--- src/rtl/seg7_pkg.sv ---
// Shared 7-segment definitions: BCD digit type, blank pattern and the
// {g,f,e,d,c,b,a} active-high decode table for digits 0..9.
package seg7_pkg;

  typedef logic [3:0] bcd_t;

  localparam logic [6:0] SEG_BLANK = 7'h00;

  localparam logic [6:0] SEG_DIGIT [0:9] = '{
    7'h3F, 7'h06, 7'h5B, 7'h4F, 7'h66,
    7'h6D, 7'h7D, 7'h07, 7'h7F, 7'h6F
  };

endpackage

--- src/rtl/bcd_to_7seg.sv ---
// Combinational BCD to 7-segment decoder; codes 10..15 render blank.
module bcd_to_7seg
  import seg7_pkg::*;
(
  input  bcd_t        i_bcd,
  output logic [6:0]  o_seg
);

  always_comb begin
    o_seg = SEG_BLANK;
    if (i_bcd <= 4'd9) o_seg = SEG_DIGIT[i_bcd];
  end

endmodule

--- src/rtl/bcd_7seg_scan.sv ---
// Multiplexed 7-segment scanner with snapshot capture, inter-digit blank cycle
// and frame tick. Define LEADING_ZERO_BLANK_EN to suppress leading zeros.
module bcd_7seg_scan
  import seg7_pkg::*;
#(
  parameter int NUM_DIGITS  = 4,
  parameter int REFRESH_DIV = 1000
) (
  input  logic                    clk,
  input  logic                    clr,
  input  logic [4*NUM_DIGITS-1:0] bcd_in,
  input  logic                    load,
  output logic [6:0]              seg,
  output logic [NUM_DIGITS-1:0]   an,
  output logic                    frame_tick
);

  localparam int P_W   = $clog2(REFRESH_DIV);
  localparam int IDX_W = (NUM_DIGITS > 1) ? $clog2(NUM_DIGITS) : 1;
  localparam logic [P_W-1:0]   P_LAST   = P_W'(REFRESH_DIV - 1);
  localparam logic [IDX_W-1:0] IDX_LAST = IDX_W'(NUM_DIGITS - 1);

  logic [P_W-1:0]          r_p;
  logic [IDX_W-1:0]        r_idx;
  logic [4*NUM_DIGITS-1:0] r_snap;
  logic [6:0]              r_seg;
  logic [NUM_DIGITS-1:0]   r_an;
  logic                    r_tick;

  bcd_t                  w_digit;
  logic [6:0]            w_dec;
  logic [NUM_DIGITS-1:0] w_onehot;
  logic [NUM_DIGITS-1:0] w_lz_mask;
  logic                  w_blank_sel;
  logic                  w_wrap;

  assign w_wrap = (r_p == P_LAST);

  // Equality-based selection keeps the mux legal for non-power-of-two digit counts.
  always_comb begin
    w_digit     = '0;
    w_onehot    = '0;
    w_blank_sel = 1'b0;
    for (int unsigned i = 0; i < NUM_DIGITS; i++) begin
      if (r_idx == IDX_W'(i)) begin
        w_digit     = r_snap[4*i +: 4];
        w_onehot[i] = 1'b1;
        w_blank_sel = w_lz_mask[i];
      end
    end
  end

`ifdef LEADING_ZERO_BLANK_EN
  // Digit i>0 is a leading zero when it and every more significant digit are zero.
  always_comb begin
    w_lz_mask = '0;
    for (int unsigned i = 1; i < NUM_DIGITS; i++) begin
      w_lz_mask[i] = 1'b1;
      for (int unsigned j = i; j < NUM_DIGITS; j++) begin
        if (r_snap[4*j +: 4] != 4'd0) w_lz_mask[i] = 1'b0;
      end
    end
  end
`else
  assign w_lz_mask = '0;
`endif

  bcd_to_7seg u_dec (
    .i_bcd (w_digit),
    .o_seg (w_dec)
  );

  always_ff @(posedge clk) begin
    if (clr) begin
      r_snap <= '0;
      r_idx  <= '0;
      r_p    <= '0;
      r_seg  <= '0;
      r_an   <= '0;
      r_tick <= 1'b0;
    end else begin
      if (load) r_snap <= bcd_in;
      if (w_wrap) begin
        r_p   <= '0;
        r_idx <= (r_idx == IDX_LAST) ? '0 : r_idx + 1'b1;
      end else begin
        r_p <= r_p + 1'b1;
      end
      r_an   <= w_wrap ? '0 : w_onehot;
      r_seg  <= (w_wrap || w_blank_sel) ? SEG_BLANK : w_dec;
      r_tick <= w_wrap && (r_idx == IDX_LAST);
    end
  end

  assign seg        = r_seg;
  assign an         = r_an;
  assign frame_tick = r_tick;

endmodule

--- config.mk ---
export PLATFORM = sky130hd
export DESIGN_NAME = bcd_7seg_scan
export DESIGN_NICKNAME = d
export VERILOG_FILES = /design/src/rtl/seg7_pkg.sv /design/src/rtl/bcd_to_7seg.sv /design/src/rtl/bcd_7seg_scan.sv
export SDC_FILE = /design/constraint.sdc
export NUM_CORES = 1
export LEC_CHECK = 0
export BUFFER_PORTS_ARGS = -buffer_cell sky130_fd_sc_hd__buf_2
export CAP_MARGIN = 15
export CORE_MARGIN = 3
export CORE_UTILIZATION = 59
export DETAILED_ROUTE_END_ITERATION = 10
export GPL_TIMING_DRIVEN = 0
export MAX_ROUTING_LAYER = met4
export PLACE_DENSITY = 0.83
export SLEW_MARGIN = 20
export SYNTH_ARGS = -nofsm -noshare
export SYNTH_HDL_FRONTEND = slang
export SYNTH_SLANG_ARGS = --single-unit
export TNS_END_PERCENT = 100
--- constraint.sdc ---
create_clock -name clk -period 4.2 [get_ports clk]
set_input_delay 0.21 -clock clk [delete_from_list [all_inputs] [get_ports clk]]
set_output_delay 0.21 -clock clk [all_outputs]
set_load 0.005 [all_outputs]
==> impl_results.md <==
- Ant diodes: 0
- Slew Limit Fails: 0
- Max-cap viol count: 0
- Top delay family on crit path: simple AND/OR/NAND/NOR gates
- Slew at the pin closest to its max-slew limit: 0.632 ns
- Gr ovfl total: 0
- Final Hold Fails: 0
- Post-synth EDFFs: 0
- Yosys cell types: 40
- Post-cts sizing count: 0
- Critical-path cell list: inv_1 -> ha_1 -> nand3b_1 -> a211oi_1 -> inv_1 -> ha_1 -> nor2_1 -> or3_4 -> o22ai_1
- Total GRT Usage: 21.1%
- Ys Warns: 0
- DR WL/cell: 13.7 um
- Yosys reg bits: 40
- Die X: 61.1 um
- Post-CTS Setup Bufs: 0
- Fin area: 2020 um^2
- Area of the mapped netlist: 1790 um^2
- Residual DRC: 0
- Worst Skew: 0.0111 ns
- Die height: 61.1 um
- HP Class: in2reg
- Commonest non-fill, non-tap cells in the layout: dfxtp_1, buf_2, nor2_1, mux2i_1, inv_1
- Fmax: 389 MHz
- Routability cong.: 0.801
- CP Class: reg2reg
- Critical Path End Type: flip-flop
- CP required: 4.43 ns
- CP peak stage delay: 0.52 ns
- Post-synthesis net count: 220
- Clk buf depth: 2
- Initial antenna violation count: 0
- CTS Hold Bufs: 0
- Syn Inst Count: 190
- Initial Util: 63.4%
- CORE AREA: 2830 um^2
- Crit path buffers/inverters: 2
- First-pass GRT wire length: 5610 um
- Routed Antenna Nets: 0
- Final Util: 71.6%
- Fin cells: 257
- Pwr per Cell Area: 325 nW/um^2
- Setup TNS: 0 ns
- DRT Wirelength: 3520 um
- Slew HR: 57.6%
- Worst-skew pair later-pin latency: 0.34 ns
- Dpl hpwl: 2670 um
- Final setup fails: 0
- I/O Buffers: 29
- Async set or reset register ratio after synthesis: 0%
- CTS tree: done
- Root Buffer: clkbuf_4
- Number of H-tree levels: 2
- Seq/Total Area, Yosys: 44.6%
- Fin Hold WS: 0.0800 ns
- RSZ-0062 raised after global routing: no
- Routed vias/inst: 5.54
- Sink Count: 40
- Routed vias: 1,423
- Mean Syn Cell Area: 9.44 um^2
- Reg2Reg Depth: 9
- Layout cells sized above 1: 20.4%
- Top Ports: 31
- Storage cell area: 801 um^2
- Period utilization: 61.1%
- Nets: 256
- Slowest cell on crit path: a211oi_1
- CTS Buf Count: 5
- Area Growth Syn to Fin: 12.8%
- Static Leak: 0.000944 uW
- Path length in cells of the critical path: 9
- Hold depth: 2
- Initial DRC count: 120
- Min Tclk post-route: 2.57 ns
- Status: complete, no violations
- Top_reg_cell synth: dfxtp_1
- Cells after DPL: 250
- Most common cell after layout, fill and taps aside: dfxtp_1
- Worst setup SP type: flip-flop
- Dpl cell area: 1980 um^2
- Multi-input logic area: 903 um^2
- Fill cell total of the finished layout: 224
- Number of global-route vias before repair: 1,354
- Crit-path max FO: 9
- Clk slew on worst S/H paths: 0.11 ns
- Die area: 3740 um^2
- Worst endpoint data arrival time: 2.80 ns
- 1st-pass router iterations: 4
- Worst VDD drop: 0.196 mV
- Largest net degree at the start of global routing: 12
- Std-Cell Rows: 19
[routing by layer]
layer  wire, um  global-route usage (%)  vias to the layer above
met5          0                       -                        -
met4         78                    11.5                        0
met3        161                    3.77                        8
met2       1740                    35.8                       40
met1       1540                    23.3                      655
li1           -                       -                      720
[registers in the layout, summed over array words and instances, names as in the netlist]
name,flops
r_idx,2
seg,7
r_p,10
r_snap,16
frame_tick,1
an,4
[stage by stage]
stage	setup WS (ns)	power, uW
final	1.63	658
after global routing	1.35	689
after CTS	1.64	665
after detailed placement	1.66	491
after global placement	1.80	486
after floorplan	2.04	463
[cells by family after synthesis]
logic type	count (synthesis)	share of synthesized area [%]
xor gates and xnor gates	7	3.42
AOI/OAI and AO/OA	24	9.48
DFF	40	44.6
and+or+nand+nor	67	19.1
adders and majority gates	11	7.67
muxes	19	10.7
buffers and inverters	22	5.02
[worst register-to-register path: cells and delay by family, from the launching register on]
| kind | cells | cell delay (ns) |
|---|---|---|
| compound gates | 2 | 0.59 |
| simple gates | 3 | 0.64 |
| buf+inv | 2 | 0.28 |
| fa+ha+maj | 2 | 0.56 |
| flops | 1 | 0.39 |
[power breakdown]
| group | internal (uW) | switching (uW) |
|---|---|---|
| clock | 61.8 | 114 |
| combinational | 36.7 | 39.7 |
| sequential | 398 | 8.22 |
[final cells by class]
type	count	area share [%]
Multi-Input combinational cell	128	44.6
Sequential cell	40	39.6
Timing Repair Buffer	29	7.17
Buffer	10	2.22
Inverter	12	2.22
Clock buffer	6	2.04
Tap cell	31	1.92
Clock inverter	1	0.247
[worst paths after layout]
path                 start    endpoint  slack (ns)
setup / recovery  r_idx[1]      seg[6]        1.63
hold / removal         clr  frame_tick        0.08
hold reg to reg     r_p[0]      r_p[0]        0.46
setup reg to reg  r_idx[1]      seg[6]        1.63
[synth_stat cells (3+ instances only)]
cell type	n	area share [%]
dfxtp_1	40	45
nor2_1	32	6.7
mux2i_1	18	10
inv_1	12	2.5
ha_1	11	7.7
nand2_1	7	1.5
a211oi_1	6	2.5
buf_2	6	1.7
a21oi_1	5	1.4
nor3b_1	4	1.7
xor2_1	4	2.0
clkbuf_1	3	0.63
nand3b_1	3	1.3
xnor2_1	3	1.5
No activity file was read; power rests on OpenSTA's default activity.
